### config.mk
export PLATFORM = sky130hd
export DESIGN_NAME = load_store_unit
export DESIGN_NICKNAME = d
export VERILOG_FILES = /design/src/rtl/load_store_unit.sv
export SDC_FILE = /design/constraint.sdc
export NUM_CORES = 1
export LEC_CHECK = 0
export BUFFER_PORTS_ARGS = -buffer_cell sky130_fd_sc_hd__buf_2
export CAP_MARGIN = 20
export CORE_ASPECT_RATIO = 0.9
export CORE_MARGIN = 5
export CORE_UTILIZATION = 48
export CTS_BUF_LIST = sky130_fd_sc_hd__clkbuf_4 sky130_fd_sc_hd__clkbuf_8
export CTS_CLUSTER_SIZE = 12
export DETAILED_ROUTE_END_ITERATION = 8
export HOLD_SLACK_MARGIN = 0.08
export PLACE_DENSITY_LB_ADDON = 0.08
export SLEW_MARGIN = 20
export SYNTH_ARGS = -nofsm -noshare
export SYNTH_HDL_FRONTEND = slang
export SYNTH_SLANG_ARGS = --single-unit
### constraint.sdc
create_clock -name clk -period 4.1 [get_ports clk]
set_input_delay 1.23 -clock clk [delete_from_list [all_inputs] [get_ports clk]]
set_output_delay 1.23 -clock clk [all_outputs]
set_load 0.02 [all_outputs]
### src/rtl/load_store_unit.sv
// load_store_unit: memory-stage load/store unit sitting in front of data_mem.
// Converts byte/half/word loads and stores at byte addresses into word-indexed
// data_mem accesses (read-modify-write for sub-word stores), extends load data
// and reports malformed, out-of-range and (optionally) misaligned requests.
//
// Optional feature macro: LSU_MISALIGN_TRAP_EN
//   defined   : misaligned half/word accesses fault without touching memory
//   undefined : low address bits are forced aligned and the access proceeds
//
// Ports:
//   clk, rst                 clock, asynchronous active-high reset
//   req_valid/load/store     request strobe and kind (exactly one of load/store)
//   req_size                 00 byte, 01 half, 10 word, 11 illegal
//   req_unsigned             zero-extend sub-word loads
//   req_addr, req_wdata      byte address, store data (sub-word from the LSBs)
//   busy                     unit not idle
//   resp_valid/resp_fault    one-cycle completion pulse, fault qualifier
//   resp_rdata               extended load data, held until the next load
//   mem_address              word index to data_mem
//   mem_writeData, mem_write write word and strobe
//   mem_read, mem_dataOut    read strobe, read data (one cycle after the read edge)
module load_store_unit #(
   parameter int unsigned MEM_DEPTH = 256
) (
   input  logic        clk,
   input  logic        rst,
   input  logic        req_valid,
   input  logic        req_load,
   input  logic        req_store,
   input  logic [1:0]  req_size,
   input  logic        req_unsigned,
   input  logic [31:0] req_addr,
   input  logic [31:0] req_wdata,
   output logic        busy,
   output logic        resp_valid,
   output logic        resp_fault,
   output logic [31:0] resp_rdata,
   output logic [31:0] mem_address,
   output logic [31:0] mem_writeData,
   output logic        mem_write,
   output logic        mem_read,
   input  logic [31:0] mem_dataOut
);

   localparam logic [1:0] SZ_BYTE = 2'b00;
   localparam logic [1:0] SZ_HALF = 2'b01;
   localparam logic [1:0] SZ_WORD = 2'b10;
   localparam logic [1:0] SZ_BAD  = 2'b11;

   typedef enum logic [2:0] {
      S_IDLE = 3'd0,
      S_RD   = 3'd1,
      S_EXT  = 3'd2,
      S_MRG  = 3'd3,
      S_WR   = 3'd4,
      S_RSP  = 3'd5
   } state_t;

   state_t      state_q, state_d;
   logic [31:0] addr_q;
   logic [31:0] wdata_q;
   logic [31:0] rdata_q;
   logic [15:0] sdata_q;
   logic [1:0]  size_q;
   logic [1:0]  off_q;
   logic        load_q;
   logic        unsigned_q;
   logic        fault_q;

   logic        cmd_ok_c;
   logic        range_bad_c;
   logic        misalign_c;
   logic        fault_c;
   logic [1:0]  off_c;
   logic [7:0]  lane_b_c;
   logic [15:0] lane_h_c;
   logic [31:0] ext_c;
   logic [31:0] merge_c;

   // Request classification and effective lane offset at acceptance
   always_comb begin
      cmd_ok_c    = (req_load ^ req_store) && (req_size != SZ_BAD);
      range_bad_c = {2'b00, req_addr[31:2]} >= 32'(MEM_DEPTH);
`ifdef LSU_MISALIGN_TRAP_EN
      misalign_c  = ((req_size == SZ_HALF) && req_addr[0]) ||
                    ((req_size == SZ_WORD) && (req_addr[1:0] != 2'b00));
`else
      misalign_c  = 1'b0;
`endif
      fault_c     = !cmd_ok_c || range_bad_c || misalign_c;
      // Wider accesses drop the low address bits (forced alignment)
      case (req_size)
         SZ_BYTE: off_c = req_addr[1:0];
         SZ_HALF: off_c = {req_addr[1], 1'b0};
         default: off_c = 2'b00;
      endcase
   end

   // FSM state register
   always_ff @(posedge clk or posedge rst) begin
      if (rst) state_q <= S_IDLE;
      else     state_q <= state_d;
   end

   // FSM next state
   always_comb begin
      state_d = state_q;
      case (state_q)
         S_IDLE: begin
            if (req_valid) begin
               if (fault_c)                  state_d = S_RSP;
               else if (req_load)            state_d = S_RD;
               else if (req_size == SZ_WORD) state_d = S_WR;
               else                          state_d = S_RD;
            end
         end
         S_RD:    state_d = load_q ? S_EXT : S_MRG;
         S_EXT:   state_d = S_RSP;
         S_MRG:   state_d = S_WR;
         S_WR:    state_d = S_RSP;
         S_RSP:   state_d = S_IDLE;
         default: state_d = S_IDLE;
      endcase
   end

   // FSM outputs, decoded from the state register only
   always_comb begin
      busy       = 1'b0;
      mem_read   = 1'b0;
      mem_write  = 1'b0;
      resp_valid = 1'b0;
      resp_fault = 1'b0;
      case (state_q)
         S_IDLE:  ;
         S_RD:    begin busy = 1'b1; mem_read  = 1'b1; end
         S_WR:    begin busy = 1'b1; mem_write = 1'b1; end
         S_RSP:   begin busy = 1'b1; resp_valid = 1'b1; resp_fault = fault_q; end
         default: busy = 1'b1;
      endcase
   end

   // Big-endian lane extraction, extension and sub-word merge
   always_comb begin
      case (off_q)
         2'd0:    lane_b_c = mem_dataOut[31:24];
         2'd1:    lane_b_c = mem_dataOut[23:16];
         2'd2:    lane_b_c = mem_dataOut[15:8];
         default: lane_b_c = mem_dataOut[7:0];
      endcase
      lane_h_c = off_q[1] ? mem_dataOut[15:0] : mem_dataOut[31:16];

      case (size_q)
         SZ_BYTE: ext_c = unsigned_q ? {24'h0, lane_b_c} : {{24{lane_b_c[7]}}, lane_b_c};
         SZ_HALF: ext_c = unsigned_q ? {16'h0, lane_h_c} : {{16{lane_h_c[15]}}, lane_h_c};
         default: ext_c = mem_dataOut;
      endcase

      merge_c = mem_dataOut;
      case (size_q)
         SZ_BYTE: begin
            case (off_q)
               2'd0:    merge_c[31:24] = sdata_q[7:0];
               2'd1:    merge_c[23:16] = sdata_q[7:0];
               2'd2:    merge_c[15:8]  = sdata_q[7:0];
               default: merge_c[7:0]   = sdata_q[7:0];
            endcase
         end
         SZ_HALF: begin
            if (off_q[1]) merge_c[15:0]  = sdata_q;
            else          merge_c[31:16] = sdata_q;
         end
         default: ;
      endcase
   end

   // Request capture, load result and write word registers
   always_ff @(posedge clk or posedge rst) begin
      if (rst) begin
         addr_q     <= 32'h0;
         wdata_q    <= 32'h0;
         rdata_q    <= 32'h0;
         sdata_q    <= 16'h0;
         size_q     <= 2'b00;
         off_q      <= 2'b00;
         load_q     <= 1'b0;
         unsigned_q <= 1'b0;
         fault_q    <= 1'b0;
      end else begin
         case (state_q)
            S_IDLE: begin
               if (req_valid) begin
                  addr_q     <= {2'b00, req_addr[31:2]};
                  load_q     <= req_load;
                  size_q     <= req_size;
                  unsigned_q <= req_unsigned;
                  off_q      <= off_c;
                  sdata_q    <= req_wdata[15:0];
                  fault_q    <= fault_c;
                  if (!fault_c && req_store && (req_size == SZ_WORD))
                     wdata_q <= req_wdata;
               end
            end
            S_EXT:   rdata_q <= ext_c;
            S_MRG:   wdata_q <= merge_c;
            default: ;
         endcase
      end
   end

   assign mem_address   = addr_q;
   assign mem_writeData = wdata_q;
   assign resp_rdata    = rdata_q;

endmodule

==> results.md <==
- Initial antenna violation count: 0
- Core Region: approximately 13000 sq um
- Pin count of the biggest net entering global routing: ~120
- Final worst path period need: between 2 and 3 ns
- Post-DRT Antenna Nets: 0
- Storage cell area: between 3000 and 4000 sq um
- Net Sw Power: 0.00286 W
- DRC Markers: 0
- Final Slew Violations: 0
- Vias in the first global route: between 6k and 7k
- Root Buffer: clkbuf_8
- Drt first pass iters: 6
- Sinks on the clock net: 120
- Layout net count: 1023
- DR vias: 6584
- I/O Pins: 205
- FP Rows: 40
- First-pass GRT wire length: 34300 microns
- Power per cell area: 801 nW/um^2
- Worst EP arrival: approximately 3.2 ns
- Most used DFF post-synth: dfrtp_1
- Grt total ovfl: 0
- Setup-failing EPs final: 0
- Ys Warns: 0
- Clock latency on the worst-skew pair: ~0.45 ns
- Layout cell share with drive strength beyond 1: 28.9%
- Gate power share: 47.7%
- Clock Skew: 0.0110 ns
- Final non-filler cell total: roughly 1.1k
- CTS tree: yes
- Worst slew margin: 33.5%
- Fillers: 1229
- Die extent in y: 120 microns
- Yosys reg bits: 120
- Int Pwr: around 0.0035 W
- Post-synth EDFFs: 0
- Chip width: approximately 130 microns
- Static Leak: 3.82 nW
- Worst-path clk slew: 0.07 ns
- Initial core utilization: approximately half
- R2R cell count: 4
- Synth Area in Compound Gates: between 15 and 20%
- Tightest Pin Transition: 0.973 ns
- Setup CP Type: in -> reg
- Synth Area in Simple Gates: 27.8%
- Most frequent cell after synthesis: nand2_1
- Area after DPL: ~7500 sq um
- Synth unique cells: 48
- Die area: between 15000 and 20000 sq um
- Worst r2r dst: mem_writeData[7]$_DFFE_PP0P_
- Post-CTS Hold Buffers: 0
- VDD IR max: ~540 uV
- Synth top area share: 46.4%
- CP endpoint kind: flip-flop
- Switching share of power: ~45%
- Worst min path class: reg -> reg
- Mux cell area share after synthesis: 2.84%
- Area contributors post-synth: dfrtp_1, nand2_1, o31ai_1
- WHS Endpoint: mem_address[21]$_DFFE_PP0P_
- Total track usage: 26.8%
- DRT Wirelength: 21600 microns
- Max frequency: 340 MHz
- Vias per cell: between 5 and 6
- H-tree depth: 4
- Synthesized-area fraction occupied by adder cells: 0%
- Worst hold path cell count: 2
- CTS Buf Count: 17
- WP data required: 4.37 ns
- Critical Path Start Type: primary input
- Maxcap violations: 0
- Largest family of logic cells by synthesized area: simple AND/OR/NAND/NOR gates
- RR Startpoint: off_q[1]$_DFFE_PP0P_
- Post-synthesis cell count: roughly 760
- Mean Syn Cell Area: 8.55 sq um
- CP max FO: 22
- CTS Buffer Depth: 2
- Setup TNS: 0 ns
- Synth cell count leaders: nand2_1, dfrtp_1, clkbuf_1
- IO buf count: 202
- Sequential area share after synthesis: between 40% and 50%
- Period utilization: between 70% and 80%
- Placed Cells: 1068
- Post-CTS Setup Repair Bufs: 0
- DR iter-0 viols: 616
- Synth area leader: dfrtp_1
- Fin. Hold Viols: 0
- Status: completed
- ANT cells: 0
- XOR/XNOR Fraction of Synth Area: less than 1%
- Area delta synth->final: 22.6%
- Multi-input gate area: 3120 sq um
- Clock power frac: 17.6%
- Cts repair resizes: 0
- Sequential Power Share: a little over a third
- Synthesized cell area: ~6500 sq um
- Wirelength per Cell: 19.6 microns
- Hold path start: mem_address[21]$_DFFE_PP0P_
- Placer Congestion: 0.902
- FF-to-FF setup slack: 1.41 ns
- Fin area: 7930 sq um
- DP HPWL: roughly 15000 microns
- Async set-reset flop share out of synthesis: 100%
- RSZ-0062 raised after global routing: false
==> state kept, by name, summed over array words and instances (netlist names) <==
name           count
mem_address       30
mem_writeData     32
fault_q            1
sdata_q           16
state_q            3
size_q             2
unsigned_q         1
load_q             1
off_q              2
resp_rdata        32
==> metal layers <==
metal | share of wire, % | wire length (microns) | GRT usage, % | vias to the layer above
li1 | - | - | - | 3056
met5 | 0 | 0 | 0 | -
met1 | 43 | 9240 | 37.2 | 3162
met2 | 46 | 9970 | 40.5 | 319
met4 | 2.0 | 442 | 8.72 | 0
met3 | 9.0 | 1940 | 7.67 | 47
==> through the flow <==
| step | util [%] | hold WS (ns) | power [W] | setup slack (ns) |
|---|---|---|---|---|
| 6_report | 59.8 | 0.473 | 0.00635 | 1.16 |
| 5_1_grt | 59.8 | 0.489 | 0.00679 | 1.04 |
| 4_1_cts | 59.8 | 0.475 | 0.00637 | 1.21 |
| 3_5_place_dp | 56.7 | 0.459 | 0.00524 | 0.736 |
| 3_3_place_gp | 56.7 | 0.453 | 0.00514 | 0.883 |
| 2_1_floorplan | - | 0.439 | 0.00422 | 1.35 |
==> power by group through the flow <==
stage / sequential, W / combinational, W / clock [W]
floorplan: 0.00262 / 0.00160 / 0
global placement: 0.00218 / 0.00296 / 0
detailed placement: 0.00221 / 0.00303 / 0
CTS: 0.00220 / 0.00303 / 0.00114
global route: 0.00228 / 0.00332 / 0.00119
finish: 0.00220 / 0.00303 / 0.00112
==> cells in the final DEF (no fill, tap or decap), drive strengths merged, types with 25 or more instances in the layout <==
cell	count
nand3	32
nand2	197
buf	219
a31oi	34
o31ai	32
dfrtp	120
a21oi	27
nor2	25
and3	29
nand4	35
==> worst max-delay path: stages <==
cell	delay, ns
buf_2	0.11
nor4_1	0.33
buf_4	0.19
nand4_1	0.50
buf_4	0.44
o31ai_1	0.23
a31oi_1	0.16
==> cells by family (layout without fill, tap and decap cells) <==
logic type	after synthesis	in the layout
muxes	17	17
buffers and inverters	82	257
xor gates and xnor gates	1	1
and+or+nand+nor	369	369
other	1	2
DFF	120	120
AOI/OAI and AO/OA	166	166
==> worst max path at each step <==
stage	end	cells past startpoint	slack, ns	start
after floorplan	mem_writeData[28]$_DFFE_PP0P_	7	1.35	req_valid
after global placement	mem_writeData[25]$_DFFE_PP0P_	5	0.88	req_valid
after detailed placement	mem_writeData[25]$_DFFE_PP0P_	5	0.74	req_valid
after CTS	mem_writeData[25]$_DFFE_PP0P_	7	1.21	req_addr[29]
after global routing	mem_writeData[25]$_DFFE_PP0P_	7	1.04	req_addr[29]
final	mem_writeData[25]$_DFFE_PP0P_	7	1.16	req_addr[29]
==> final cells by class <==
type                    instances  share of cell area (%)
multi-input cells             555                    39.4
flip-flops and latches        120                    37.9
repair buffers                219                    14.5
clock buffers                  23                    3.68
well taps                     168                    2.65
clock inverters                 9                    1.55
inverters                       6                   0.331
Power figures use the tool's default switching activity.
